$ cat config.mk
export PLATFORM = sky130hd
export DESIGN_NAME = dist_sweep_engine
export DESIGN_NICKNAME = d
export VERILOG_FILES = /design/src/rtl/dist_sweep_engine.sv
export SDC_FILE = /design/constraint.sdc
export NUM_CORES = 1
export LEC_CHECK = 0
export ABC_AREA = 1
export CAP_MARGIN = 20
export CELL_PAD_IN_SITES_DETAIL_PLACEMENT = 1
export CELL_PAD_IN_SITES_GLOBAL_PLACEMENT = 1
export CORE_MARGIN = 2
export CORE_UTILIZATION = 34
export CTS_CLUSTER_DIAMETER = 50
export DETAILED_ROUTE_END_ITERATION = 10
export PLACE_DENSITY = 0.83
export SYNTH_ARGS = -nofsm -noshare
export SYNTH_HDL_FRONTEND = slang
export SYNTH_SLANG_ARGS = --single-unit
$ cat constraint.sdc
create_clock -name clk -period 3.1 [get_ports clk]
set_clock_uncertainty 0.15 [all_clocks]
set_input_delay 0.775 -clock clk [delete_from_list [all_inputs] [get_ports clk]]
set_output_delay 0.775 -clock clk [all_outputs]
set_load 0.02 [all_outputs]
$ cat src/rtl/dist_sweep_engine.sv
// dist_sweep_engine: pipelined stereo window-distance cost with a disparity sweep.
// Each accepted sample yields cost = f2sum + g2sum + 2*wfg - wf - wg - 2*fg,
// clamped at zero; the lowest-cost candidate of each sweep (ties keep the
// lowest index) is offered to the depth stage through a valid/ready hold.
//
// State  | Meaning
// -------+--------------------------------------------------------------
// IDLE   | waiting for candidate 0; stray samples are dropped, flagged
// SWEEP  | accepting candidates 1..NDISP-1; a new in_first restarts
// DRAIN  | input closed, waiting for the last cost to leave the pipe
// HOLD   | best result presented until the consumer takes it

module dist_sweep_engine #(
    parameter int W     = 14,
    parameter int NDISP = 16,
    parameter int IW    = $clog2(NDISP)
) (
    input  logic              clk,
    input  logic              rst_n,
    input  logic              in_valid,
    output logic              in_ready,
    input  logic              in_first,
    input  logic [W-1:0]      wf,
    input  logic [W-1:0]      f2sum,
    input  logic [W-1:0]      g2sum,
    input  logic [W-1:0]      wg,
    input  logic [W-1:0]      wfg,
    input  logic [W-1:0]      fg,
    output logic              cost_valid,
    output logic [W+4:0]      cost,
    output logic [IW-1:0]     cost_idx,
    output logic              cost_sat,
    output logic              best_valid,
    input  logic              best_ready,
    output logic [W+4:0]      best_cost,
    output logic [IW-1:0]     best_idx,
    output logic              sweep_err
);

    localparam int OW = W + 5;
    localparam int PW = W + 3;

    typedef enum logic [1:0] {
        ST_IDLE,
        ST_SWEEP,
        ST_DRAIN,
        ST_HOLD
    } state_t;

    state_t          state_q, state_d;
    logic            in_ready_q, in_ready_d;
    logic [IW-1:0]   cnt_q, cnt_d;
    logic            s1_valid_q, s1_valid_d;
    logic [PW-1:0]   s1_p_q, s1_n_q;
    logic [IW-1:0]   s1_idx_q;
    logic            cost_valid_q;
    logic [OW-1:0]   cost_q;
    logic [IW-1:0]   cost_idx_q;
    logic            cost_sat_q;
    logic            best_valid_q, best_valid_d;
    logic [OW-1:0]   best_cost_q;
    logic [IW-1:0]   best_idx_q;
    logic            sweep_err_q, sweep_err_d;

    logic            accept;
    logic [PW-1:0]   p_d, n_d;
    logic [OW-1:0]   diff;

    assign accept = in_valid && in_ready_q;

    // Positive and negative halves are summed separately so stage 2 is a single subtract.
    assign p_d  = {3'b000, f2sum} + {3'b000, g2sum} + {2'b00, wfg, 1'b0};
    assign n_d  = {3'b000, wf} + {3'b000, wg} + {2'b00, fg, 1'b0};
    assign diff = {2'b00, s1_p_q} - {2'b00, s1_n_q};

    // Next-state and handshake decode; in_ready is registered from the next state.
    always_comb begin
        state_d      = state_q;
        cnt_d        = cnt_q;
        s1_valid_d   = 1'b0;
        sweep_err_d  = 1'b0;
        best_valid_d = best_valid_q;
        case (state_q)
            ST_IDLE: begin
                if (accept) begin
                    if (in_first) begin
                        state_d    = ST_SWEEP;
                        s1_valid_d = 1'b1;
                        cnt_d      = '0;
                    end else begin
                        sweep_err_d = 1'b1;
                    end
                end
            end
            ST_SWEEP: begin
                if (accept) begin
                    s1_valid_d = 1'b1;
                    if (in_first) begin
                        sweep_err_d = 1'b1;
                        cnt_d       = '0;
                    end else begin
                        cnt_d = cnt_q + 1'b1;
                        if (cnt_q == IW'(NDISP - 2)) begin
                            state_d = ST_DRAIN;
                        end
                    end
                end
            end
            ST_DRAIN: begin
                // Last cost is on the output this cycle and the tracker absorbs it at this edge.
                if (cost_valid_q && !s1_valid_q) begin
                    state_d      = ST_HOLD;
                    best_valid_d = 1'b1;
                end
            end
            ST_HOLD: begin
                if (best_ready) begin
                    state_d      = ST_IDLE;
                    best_valid_d = 1'b0;
                end
            end
            default: begin
                state_d      = ST_IDLE;
                best_valid_d = 1'b0;
            end
        endcase
        in_ready_d = (state_d == ST_IDLE) || (state_d == ST_SWEEP);
    end

    // Control state register.
    always_ff @(posedge clk) begin
        if (!rst_n) begin
            state_q      <= ST_IDLE;
            in_ready_q   <= 1'b0;
            cnt_q        <= '0;
            best_valid_q <= 1'b0;
            sweep_err_q  <= 1'b0;
        end else begin
            state_q      <= state_d;
            in_ready_q   <= in_ready_d;
            cnt_q        <= cnt_d;
            best_valid_q <= best_valid_d;
            sweep_err_q  <= sweep_err_d;
        end
    end

    // Two-stage cost pipeline: operand sums, then subtract with clamp at zero.
    always_ff @(posedge clk) begin
        if (!rst_n) begin
            s1_valid_q   <= 1'b0;
            s1_p_q       <= '0;
            s1_n_q       <= '0;
            s1_idx_q     <= '0;
            cost_valid_q <= 1'b0;
            cost_q       <= '0;
            cost_idx_q   <= '0;
            cost_sat_q   <= 1'b0;
        end else begin
            s1_valid_q   <= s1_valid_d;
            if (s1_valid_d) begin
                s1_p_q   <= p_d;
                s1_n_q   <= n_d;
                s1_idx_q <= cnt_d;
            end
            cost_valid_q <= s1_valid_q;
            if (s1_valid_q) begin
                cost_q     <= diff[OW-1] ? '0 : diff;
                cost_sat_q <= diff[OW-1];
                cost_idx_q <= s1_idx_q;
            end
        end
    end

    // Minimum tracker: index 0 reloads, later candidates win only when strictly lower.
    always_ff @(posedge clk) begin
        if (!rst_n) begin
            best_cost_q <= '0;
            best_idx_q  <= '0;
        end else if (cost_valid_q && ((cost_idx_q == '0) || (cost_q < best_cost_q))) begin
            best_cost_q <= cost_q;
            best_idx_q  <= cost_idx_q;
        end
    end

    assign in_ready   = in_ready_q;
    assign cost_valid = cost_valid_q;
    assign cost       = cost_q;
    assign cost_idx   = cost_idx_q;
    assign cost_sat   = cost_sat_q;
    assign best_valid = best_valid_q;
    assign best_cost  = best_cost_q;
    assign best_idx   = best_idx_q;
    assign sweep_err  = sweep_err_q;

endmodule

==> impl_metrics.ini, run 1 <==
[run_status]
status = finished clean

[logic_synthesis]
seq_area_frac_synth_pct = 25.89
synth.area.top_cells = dfxtp_1, ha_1, nand2_1
yosysUniqueCellTypes = 42
synth_top_area_share_pct = 25.89
synth_area_um2 = 6959
synth_edf_count = 0
yosys_most_used_dff = dfxtp_1
yosysMostFrequentCell = nand2_1
yosysWarnings = 0
synthArstFlopShare_pct = 0
synth_area_per_cell_um2 = 6.987
synth_commonest_cells = nand2_1, inv_1, nor2_1
synth_cells = 996
yosysTopAreaCell = dfxtp_1
synth-seq-cells = 90

[placed_design]
place_congestion = 0.8827
place_ws_ps = -454.9
dpl.hpwl_um = 16060
numPortBuffers = 135

[pwr]
seqPwrFrac_pct = 28.8
netSwitchingFraction_pct = 40.35
clkPwrFrac_pct = 23.9
internal_power_mw = 2.702
vdd_drop_max_mv = 0.2163
power_density_nw_per_um2 = 489.3
pwr-share-comb_pct = 47.3
p_total_mw = 4.530
netSwitchingPower_mw = 1.828
cellLeakagePower_nw = 4.242

[grt]
grt_max_degree = 60
grt_pass1_vias = 7380
antenna_found_initial = 0
grt_usage_pct = 18.87
overflow = 0
grt_pass1_wl_um = 33710

[run]
maxCapViolations = 0

[cts]
path_clk_slew_ps = 70
cts_sinks = 90
clk_latency_ps = 360
cts_tree = yes
cts_root_buf = clkbuf_16
htree_num_levels = 3
cts-buffers-inserted = 9
ctsLongestPathBuffers = 2

[sta]
setup_viol_count_final = 0
tightest_slew_ps = 693.2
maxSlewHeadroom_pct = 53.73
period_needed_ps = 3007
hold_viol_final = 0
setup_ws_ps = 93.07
drv_slew = 0
fmax_mhz = 332.6
finalCritPeriodShare_pct = 97.00

[final_layout]
area_growth_syn_to_layout_pct = 33.03
nFillCells = 2584
insertedDiodeCount = 0
drive_gt1_share_pct = 10.74
num-nets-final = 1341

[route]
drtIter0Drc = 211
postRouteAntennaNets = 0
drt-total-wl_um = 20170
detailedRoute.firstPassIterationCount = 4
viasPerCell = 4.885
wl_per_cell_um = 14.07
vias = 7005
drc = 0

[floorplan]
pin_count = 140
placementRows = 52
die_h_um = 147.1
die_area_um2 = 21630
die_w_um = 147.1
start_util_pct = 34.50
coreArea_um2 = 20170

[min_path]
min_path_type = flop to flop

[critical_path]
path_class = input pin to flop
crit_arrival_ps = 3110
r2r-start = best_cost[14]
worstPathCellList = clkdlybuf4s50_1, fa_1, ha_1, a21oi_1, inv_1, o21ai_0, a31o_2, nand3_1, nand2_1, inv_1
cp_slowest_cell = fa_1
ff2ff_path_depth = 12
r2r_slack_ps = 660
path_max_fanout = 4
crit_path_end = s1_n_q[11]
crit_required_ps = 3210
path_common_cell = inv_1
startpoint_type = input pin
endpoint_kind = flop
crit_path_start = wf[6]
rr_endpoint = best_cost[10]
slowest_delay_ps = 480
-- how the worst min path moves through the flow --
stage	start	to	slack [ps]	cells past startpoint
4_1_cts	s1_idx_q[2]	cost_idx[2]	320	2
5_1_grt	s1_n_q[5]	s1_n_q[5]	330	2
3_5_place_dp	s1_idx_q[2]	s1_idx_q[2]	310	2
2_1_floorplan	s1_idx_q[2]	s1_idx_q[2]	280	2
6_report	s1_idx_q[2]	s1_idx_q[2]	310	2
3_3_place_gp	s1_idx_q[2]	s1_idx_q[2]	300	2
-- metal layers --
layer  wire length, um  global-route usage (%)  up-vias
li1                  -                       -     3504
met1              8667                   21.66     3350
met2             10450                   35.56      115
met3               552                   2.578       36
met4               509                   6.779        0
met5                 0                       0        -
-- cells by family (layout without fill, tap and decap cells) --
logic type / Yosys count / count (layout) / synth area share [%]
AO/OA/AOI/OAI: 180 / 180 / 14.47
AND/OR/NAND/NOR: 416 / 416 / 25.71
XOR/XNOR: 23 / 23 / 2.895
adder cells (fa/ha/maj): 93 / 93 / 19.85
buffers and inverters: 193 / 358 / 11.13
flip-flops: 90 / 90 / 25.89
other: 1 / 4 / 0.05389
-- stage by stage --
step                      instance area [um^2]  hold slack, ps  setup TNS [ps]  std cells  util [%]
after floorplan                           6970           279.7               0        999         -
after global placement                    8866           300.2           -4274       1418     43.96
after detailed placement                  8866           305.1           -6130       1418     43.96
after CTS                                 9174           315.3               0       1434     45.48
after global routing                      9258           332.9          -110.3       1434     45.90
final                                     9258           309.5               0       1434     45.90
-- power groups by stage --
stage / registers, mW / clock network, mW / logic (mW)
3_3_place_gp: 1.33 / 0 / 2.01
6_report: 1.31 / 1.08 / 2.14
4_1_cts: 1.31 / 1.10 / 2.12
3_5_place_dp: 1.33 / 0 / 2.08
2_1_floorplan: 1.34 / 0 / 1.31
5_1_grt: 1.31 / 1.15 / 2.41
-- registers in the layout (all words and copies together) (netlist names) --
signal      count
best_valid      1
cost_valid      1
cnt_q           4
s1_idx_q        4
sweep_err       1
best_cost      17
s1_valid_q      1
cost           17
in_ready        1
s1_p_q         16
cost_idx        4
state_q         2
cost_sat        1
s1_n_q         16
best_idx        4
-- worst max-delay path, delay by kind of cell --
family / cells / cell delay [ps]
fa+ha+maj: 2 / 830
compound gates: 3 / 700
buf+inv: 3 / 590
simple gates: 2 / 210
-- cell usage in the layout (no fill, tap or decap), types with 7 or more instances in the layout --
cell,Yosys,routed
a21oi_1,99,96
a21oi_2,10,12
buf_4,6,46
clkbuf_16,0,9
clkdlybuf4s50_1,0,131
dfxtp_1,90,90
fa_1,29,27
ha_1,64,61
inv_1,155,152
inv_2,4,7
nand2_1,203,201
nand2_2,13,15
nand3_1,68,61
nand4_1,10,10
nor2_1,100,100
o211ai_1,9,9
o21ai_0,41,41
xor2_1,17,17
-- layout make-up --
cell class | count | area (um^2) | share of cell area [%]
Multi-Input combinational cell | 716 | 4497 | 48.57
Clock buffer | 9 | 225.2 | 2.433
Timing Repair Buffer | 183 | 1739 | 18.79
Tap cell | 270 | 337.8 | 3.649
Sequential cell | 90 | 1802 | 19.46
Clock inverter | 7 | 60.06 | 0.6487
Inverter | 159 | 596.8 | 6.447
-- what timing repair did --
item                       4_1_cts  5_1_grt
gates resized for setup          6       21
pin swaps                        0       10
hold buffers                     0        0
buffers inserted                 0        0
setup endpoints to repair        6       10
(Power assumes the default switching activity.)
==> run 2, diff against run 1 <==
--- a/config.mk
+++ b/config.mk
@@ -9,10 +9,11 @@
 export CAP_MARGIN = 20
 export CELL_PAD_IN_SITES_DETAIL_PLACEMENT = 1
 export CELL_PAD_IN_SITES_GLOBAL_PLACEMENT = 1
-export CORE_MARGIN = 2
+export CORE_MARGIN = 8
 export CORE_UTILIZATION = 34
 export CTS_CLUSTER_DIAMETER = 50
 export DETAILED_ROUTE_END_ITERATION = 10
+export HOLD_SLACK_MARGIN = 0.02
 export PLACE_DENSITY = 0.83
 export SYNTH_ARGS = -nofsm -noshare
 export SYNTH_HDL_FRONTEND = slang
==> impl_metrics.ini, run 2 (synthesis gave the netlist of run 1 again) <==
[floorplan]
die_area_um2 = 25300
pin_count = 140
placementRows = 52
die_h_um = 159.1
coreArea_um2 = 20170
die_w_um = 159.1
start_util_pct = 34.50

[pwr]
seqPwrFrac_pct = 28.9
clkPwrFrac_pct = 23.8
netSwitchingFraction_pct = 40.06
netSwitchingPower_mw = 1.806
pwr-share-comb_pct = 47.2
vdd_drop_max_mv = 0.2009
cellLeakagePower_nw = 4.248
p_total_mw = 4.507
power_density_nw_per_um2 = 486.9
internal_power_mw = 2.701

[cts]
cts_sinks = 90
clk_latency_ps = 360
htree_num_levels = 3
cts-buffers-inserted = 9
cts_root_buf = clkbuf_16
cts_tree = yes
ctsLongestPathBuffers = 2
path_clk_slew_ps = 70

[route]
dr.max_layer_used = met4
wl_met3_um = 545
wl_met2_um = 11000
drtIter0Drc = 184
vias = 6939
viasPerCell = 4.839
drt-total-wl_um = 20850
postRouteAntennaNets = 0
drc = 0
wl_per_cell_um = 14.54
detailedRoute.firstPassIterationCount = 4
wl_met1_um = 8942

[final_layout]
postLayoutCoreUtil_pct = 45.89
layout_commonest_cell = nand2_1
area_growth_syn_to_layout_pct = 33.01
insertedDiodeCount = 0
final_area_um2 = 9256
final_cells = 1434
num-nets-final = 1341
final_cell_mix = nand2_1, inv_1, clkdlybuf4s50_1, nor2_1, a21oi_1
drive_gt1_share_pct = 10.48

[min_path]
min_path_type = flop to flop
min_from = s1_idx_q[2]
holdPathEnd = s1_idx_q[2]
min_path_cells = 2

[placed_design]
place_congestion = 0.8479
placed_cells = 1417
numPortBuffers = 135
placed_area_um2 = 8871
dpl.hpwl_um = 17130

[sta]
period_needed_ps = 3012
maxSlewHeadroom_pct = 58.43
hold_viol_final = 0
setup_viol_count_final = 0
finalCritPeriodShare_pct = 97.15
drv_slew = 0
hold_ws_ps = 308.2
fmax_mhz = 332.0
tightest_slew_ps = 622.9

[grt]
grt_max_degree = 60
grt_pass1_wl_um = 35250
grt_usage_pct = 16.56
overflow = 0
antenna_found_initial = 0
grt_pass1_vias = 7528

[critical_path]
r2r_slack_ps = 600
rr_endpoint = best_cost[9]
startpoint_type = input pin
path_max_fanout = 4
crit_required_ps = 3200
endpoint_kind = flop
ff2ff_path_depth = 13
crit_arrival_ps = 3110
r2r-start = best_cost[14]
path_class = input pin to flop

[run]
maxCapViolations = 0

[run_status]
status = finished clean
[run 2: cell count changes in the layout (fill, tap and decap cells not counted), moves of 2 or more]
cell / delta
clkinvlp_4: -3
a21oi_2: +2
inv_6: -2
nand2_2: -2
clkinv_4: +4
nand2_1: +2
[run 2: per-stage QoR]
step / TNS (ps) / setup slack (ps)
3_3_place_gp: -4354 / -403.5
2_1_floorplan: 0 / 153.0
4_1_cts: 0 / 4.059
3_5_place_dp: -5936 / -481.2
5_1_grt: -11.21 / -10.67
6_report: 0 / 88.30
[run 2: power by group through the flow]
stage	registers (mW)	clock network (mW)	logic [mW]
after detailed placement	1.33	0	2.09
after CTS	1.31	1.10	2.12
final	1.30	1.07	2.13
after floorplan	1.34	0	1.31
after global routing	1.31	1.14	2.41
after global placement	1.33	0	2.02
[run 2: area by class of cell]
type	count	area [um^2]
fillers	2614	10910
multi-input cells	716	4481
flip-flops and latches	90	1802
repair buffers	183	1749
inverters	159	596.8
well taps	270	337.8
clock buffers	9	225.2
clock inverters	7	65.06
[run 2: worst max path at each step]
stage             start          to  slack [ps]  depth (start not counted)
2_1_floorplan  f2sum[1]  s1_p_q[13]         150                         12
3_3_place_gp      wf[1]  s1_n_q[13]        -400                         13
3_5_place_dp   f2sum[1]  s1_p_q[13]        -480                         13
4_1_cts           wf[1]  s1_n_q[13]           4                         13
5_1_grt        f2sum[1]  s1_p_q[13]         -10                         13
6_report       f2sum[1]  s1_p_q[13]          90                         13
[run 2: what timing repair did]
item | 4_1_cts | 5_1_grt
gates resized for setup | 4 | 18
hold buffers | 0 | 0
setup endpoints to repair | 5 | 9
setup buffers | 0 | 1
pin swaps | 0 | 6
[run 2: routing by layer]
metal	track usage (%)	vias to the layer above
met5	0	-
met4	4.417	0
met3	2.715	27
met2	31.33	101
met1	18.78	3296
li1	-	3515
[run 2: worst max-delay path, cell delays in order]
cell	delay, ps
clkdlybuf4s50_1	450
inv_1	50
fa_1	530
inv_1	50
ha_2	190
fa_2	350
nand3_2	100
nand3_4	90
nand3_1	90
nand3_1	120
xor2_1	160
o21ai_1	120
inv_1	50
==> run 3, diff against run 2 <==
--- a/config.mk
+++ b/config.mk
@@ -6,14 +6,13 @@
 export NUM_CORES = 1
 export LEC_CHECK = 0
 export ABC_AREA = 1
-export CAP_MARGIN = 20
 export CELL_PAD_IN_SITES_DETAIL_PLACEMENT = 1
 export CELL_PAD_IN_SITES_GLOBAL_PLACEMENT = 1
 export CORE_MARGIN = 8
 export CORE_UTILIZATION = 34
 export CTS_CLUSTER_DIAMETER = 50
 export DETAILED_ROUTE_END_ITERATION = 10
-export HOLD_SLACK_MARGIN = 0.02
+export HOLD_SLACK_MARGIN = 0.03
 export PLACE_DENSITY = 0.83
 export SYNTH_ARGS = -nofsm -noshare
 export SYNTH_HDL_FRONTEND = slang
==> results of run 3 <==
Same layout as run 2: the final DEF is identical, and so are final timing and power.
